File: src/rtl/ram_port_arbiter.sv
// Shares one port of the byte-lane block RAM between instruction fetch (m0) and load/store (m1).
// m1 has fixed priority. A wait counter lets m0 through after MAX_WAIT denied cycles.
module ram_port_arbiter #(
   parameter int DATA_DEPTH = 8192,
   parameter int MAX_WAIT   = 4
) (
   input  logic        clk_i,
   input  logic        rst_i,
   input  logic        m0_req_i,
   input  logic [31:0] m0_addr_i,
   input  logic [3:0]  m0_be_i,
   input  logic [31:0] m0_wdata_i,
   input  logic        m1_req_i,
   input  logic [31:0] m1_addr_i,
   input  logic [3:0]  m1_be_i,
   input  logic [31:0] m1_wdata_i,
   output logic        m0_gnt_o,
   output logic        m1_gnt_o,
   output logic        m0_rvalid_o,
   output logic        m1_rvalid_o,
   output logic [31:0] rdata_o,
   output logic        err_o,
   output logic        ram_en_o,
   output logic [3:0]  ram_we_o,
   output logic [31:0] ram_addr_o,
   output logic [31:0] ram_wdata_o,
   input  logic [31:0] ram_rdata_i
);

   localparam int          WW        = $clog2(MAX_WAIT + 1);
   localparam logic [WW-1:0] WAIT_MAX = WW'(MAX_WAIT);
   localparam logic [31:0] DEPTH_W   = 32'(DATA_DEPTH);

   logic [WW-1:0] wait_cnt;
   logic          prio0;
   logic          gnt0;
   logic          gnt1;
   logic          any_gnt;
   logic          in_range;
   logic [31:0]   sel_addr;
   logic [31:0]   sel_wdata;
   logic [3:0]    sel_be;
   logic          rsp_valid;
   logic          rsp_owner;
   logic          rsp_err;

   // Grants are held off while reset is asserted so every RAM-side output reads 0 in reset.
   always_comb begin
      prio0   = (wait_cnt == WAIT_MAX);
      gnt1    = !rst_i && m1_req_i && !(prio0 && m0_req_i);
      gnt0    = !rst_i && m0_req_i && !gnt1;
      any_gnt = gnt0 || gnt1;
   end

   always_comb begin
      sel_addr  = gnt1 ? m1_addr_i  : m0_addr_i;
      sel_wdata = gnt1 ? m1_wdata_i : m0_wdata_i;
      sel_be    = gnt1 ? m1_be_i    : m0_be_i;
      in_range  = ({2'b00, sel_addr[31:2]} < DEPTH_W);
   end

   // RAM write-enable lanes are numbered MSB-first, so the byte enables are bit-reversed.
   always_comb begin
      m0_gnt_o    = gnt0;
      m1_gnt_o    = gnt1;
      ram_en_o    = any_gnt && in_range;
      ram_we_o    = ram_en_o ? {sel_be[0], sel_be[1], sel_be[2], sel_be[3]} : 4'b0000;
      ram_addr_o  = any_gnt ? sel_addr  : 32'h0;
      ram_wdata_o = any_gnt ? sel_wdata : 32'h0;
   end

   always_ff @(posedge clk_i or posedge rst_i) begin
      if (rst_i) begin
         wait_cnt <= '0;
      end else if (gnt0 || !m0_req_i) begin
         wait_cnt <= '0;
      end else if (wait_cnt != WAIT_MAX) begin
         wait_cnt <= wait_cnt + 1'b1;
      end
   end

   always_ff @(posedge clk_i or posedge rst_i) begin
      if (rst_i) begin
         rsp_valid <= 1'b0;
         rsp_owner <= 1'b0;
         rsp_err   <= 1'b0;
      end else begin
         rsp_valid <= any_gnt;
         rsp_owner <= gnt1;
         rsp_err   <= any_gnt && !in_range;
      end
   end

   always_comb begin
      m0_rvalid_o = rsp_valid && !rsp_owner;
      m1_rvalid_o = rsp_valid && rsp_owner;
      err_o       = rsp_valid && rsp_err;
      rdata_o     = (rsp_valid && !rsp_err) ? ram_rdata_i : 32'h0;
   end

endmodule

File: config.mk
export PLATFORM = sky130hd
export DESIGN_NAME = ram_port_arbiter
export DESIGN_NICKNAME = d
export VERILOG_FILES = /design/src/rtl/ram_port_arbiter.sv
export SDC_FILE = /design/constraint.sdc
export NUM_CORES = 1
export LEC_CHECK = 0
export CAP_MARGIN = 40
export CORE_AREA = 4 4 104 106
export CTS_CLUSTER_SIZE = 25
export DETAILED_ROUTE_END_ITERATION = 6
export DIE_AREA = 0 0 108 110
export GPL_TIMING_DRIVEN = 0
export SYNTH_ARGS = -nofsm -noshare
export SYNTH_HDL_FRONTEND = slang
export SYNTH_SLANG_ARGS = --single-unit
File: constraint.sdc
create_clock -name clk_i -period 2.1 [get_ports clk_i]
set_input_delay 0.315 -clock clk_i [delete_from_list [all_inputs] [get_ports clk_i]]
set_output_delay 0.315 -clock clk_i [all_outputs]
set_load 0.03 [all_outputs]
==> impl_metrics.json <==
{
  "cpMostUsedCell": "nand3_4",
  "cts_buffers": 3,
  "fin_tns_setup_ps": -2262,
  "initial_core_util_pct": 16.41,
  "tightest_slew_ps": 390.9,
  "first_iter_violations": 108,
  "yosysWarnings": 0,
  "path_clk_slew_ps": 40,
  "grt_pass1_wl_um": 16420,
  "critPathBufInv": 2,
  "r2r_setup_slack_ps": 540,
  "synthDistinctLibCells": 24,
  "fin_nets": 800,
  "min_path_type": "in2async",
  "whs_ps": 418.6,
  "areaGrowthSynthToFinish_pct": 282.2,
  "overflow": 0,
  "drt-pass1-iter-count": 4,
  "finalHoldViolCount": 0,
  "clock-sinks": 6,
  "outcome": "finished, violations left",
  "ys_seq_area_share_pct": 9.360,
  "rsz0062_at_grt": "yes",
  "fin_crit_ps": 2254,
  "portBuffers": 277,
  "clk_path_buf_depth": 2,
  "peakVddDrop_uv": 153.4,
  "crit_path_end_kind": "output port",
  "violations": "negative setup slack",
  "drtAntennaViolNets": 0,
  "coreArea_um2": 9774,
  "place_congestion": 0.8023,
  "synth.cell_area_um2": 1604,
  "setup_violations": 37,
  "syn_nets": 486,
  "cp_slowest_cell": "or3_4",
  "cp_data_required_time_ps": 1780,
  "clock.fmax_mhz": 443.7,
  "cap_violations": 0,
  "finalClockSkew_ps": 5.238,
  "n_fill_cell": 871,
  "startpoint_type": "register",
  "finalWirelength_um": 13130,
  "rows": 36,
  "die_height_um": 110,
  "vias_per_cell": 4.550,
  "critPathKind": "reg2out",
  "die_w_um": 108,
  "synth.avg_cell_area_um2": 5.141,
  "num_antenna_cells": 0,
  "pin_count": 278,
  "power.leakage_nw": 2.891,
  "drv_slew": 0,
  "vias": 3444,
  "grt_pass1_vias": 3228,
  "worst_slack_ps": -153.7,
  "wire_per_inst_um": 17.35,
  "path_max_fanout": 6,
  "crit_family": "simple AND/OR/NAND/NOR gates",
  "cts-root-buf": "clkbuf_8",
  "cts_tree": "built",
  "clk-insertion-delay-late_ps": 230,
  "grt_max_degree": 12,
  "track_usage_pct": 17.75,
  "drc": 0,
  "arrival_ps": 1940,
  "yosys_register_bits": 6,
  "crit_chain": "inv_2 > ha_4 > nand3_4 > nand3_4 > or3_4 > a221oi_4 > buf_6",
  "fin_crit_sh_pct": 107.3,
  "antenna_found_initial": 0,
  "layout-drive-gt1-share_pct": 44.71,
  "relSlewSlack_pct": 73.94,
  "dieArea_um2": 11880,
  "critPathMaxStageDelay_ps": 440,
  "hpwl_um": 9914,
  "power_mw": 1.657,
  "synth_cells": 312,
  "htree_num_levels": 1,
  "p_per_area_nw_per_um2": 270.3
}
layout by cell type (no fill, tap or decap), types with 2 or more instances in the layout:
cell / n
buf_8: 5
a21oi_1: 3
nand2_1: 78
o21ai_0: 3
buf_12: 8
nor2_1: 2
clkbuf_8: 3
clkdlybuf4s15_2: 2
a221oi_4: 4
buf_2: 2
clkdlybuf4s50_1: 146
nand3_4: 3
inv_1: 2
nor4_2: 5
clkdlybuf4s15_1: 6
and3_1: 2
clkbuf_2: 10
dlymetal6s2s_1: 7
dlygate4sd2_1: 44
inv_2: 2
clkbuf_16: 10
buf_6: 82
nand2_2: 19
dfrtp_1: 6
buf_4: 10
nand2_4: 43
a21oi_2: 54
and2_1: 36
nand4_1: 2
a21oi_4: 9
worst paths after layout:
check                             from          end  depth (start not counted)
setup reg to reg           wait_cnt[1]      rsp_err                          6
setup / recovery           wait_cnt[1]  ram_we_o[2]                          7
min in group clk_i               rst_i  wait_cnt[2]                          3
hold reg to reg            wait_cnt[2]  wait_cnt[2]                          1
hold / removal                   rst_i  wait_cnt[2]                          4
max in group asynchronous        rst_i    rsp_valid                          4
Yosys cell counts, drive strengths merged:
library cell	instances	area share [%]
nor2b	2	0.78
nand3	3	1.2
and3	2	0.78
a221oi	4	3.7
clkbuf	19	4.4
nand2	140	33
ha	2	1.6
buf	6	1.9
inv	6	1.4
nor3	2	0.62
or3	1	0.39
and2	36	14
dfrtp	6	9.4
nor2	2	0.47
o21ai	4	1.2
a21oi	66	21
nand4	2	0.78
a311oi	1	0.55
o32ai	1	0.55
nor4	6	2.3
nand3b	1	0.47
report_power, final:
group          internal (mW)  switching [mW]
registers              0.123         0.00509
clock network          0.124          0.0545
logic                  0.688           0.663
total                  0.935           0.722
layer usage:
layer	vias to the layer above	wire [µm]	share of wire, %	track usage [%]
met5	-	0	0	0
met4	0	308	2.3	4.509
met3	20	1401	11	6.174
met2	184	7198	55	36.01
met1	1583	4225	32	16.84
li1	1657	-	-	-
metrics by stage:
| step | util [%] | instances | area, µm² | setup WS [ps] |
|---|---|---|---|---|
| after floorplan | - | 312 | 1744 | 5.509 |
| after global placement | 47.91 | 722 | 4683 | -1158 |
| after detailed placement | 47.91 | 722 | 4683 | -1141 |
| after CTS | 48.64 | 736 | 4755 | -244.3 |
| after global routing | 62.72 | 757 | 6131 | -246.3 |
| final | 62.72 | 757 | 6131 | -153.7 |
cells by family after synthesis:
| group | count (synthesis) | synth area share (%) |
|---|---|---|
| buf+inv | 31 | 7.722 |
| fa+ha+maj | 2 | 1.560 |
| simple gates | 197 | 54.68 |
| compound gates | 76 | 26.68 |
| flops | 6 | 9.360 |
layout make-up:
cell class | instances | area [µm²] | share of cell area, %
Buffer | 23 | 266.5 | 4.347
Timing Repair Buffer | 309 | 3294 | 53.73
Timing Repair inverter | 1 | 16.27 | 0.2653
Multi-Input combinational cell | 276 | 2155 | 35.14
Sequential cell | 6 | 150.1 | 2.449
Inverter | 6 | 41.29 | 0.6735
Clock buffer | 3 | 41.29 | 0.6735
Tap cell | 133 | 166.4 | 2.714
worst min-delay path: stages:
cell and delay (ps):
dlygate4sd2_1 300, inv_4 130, buf_4 120, buf_4 100
timing repair:
action,in CTS,in global routing
gates resized for setup,533,319
buffers inserted,10,9
cloned,1,14
pin swaps,17,95
hold buffers,0,0
endpoints found under the setup margin,101,80
state kept, by name, summed over array words and instances, names as in the netlist:
register / cells
rsp_err: 1
rsp_owner: 1
rsp_valid: 1
wait_cnt: 3
Power figures use the tool's default switching activity.
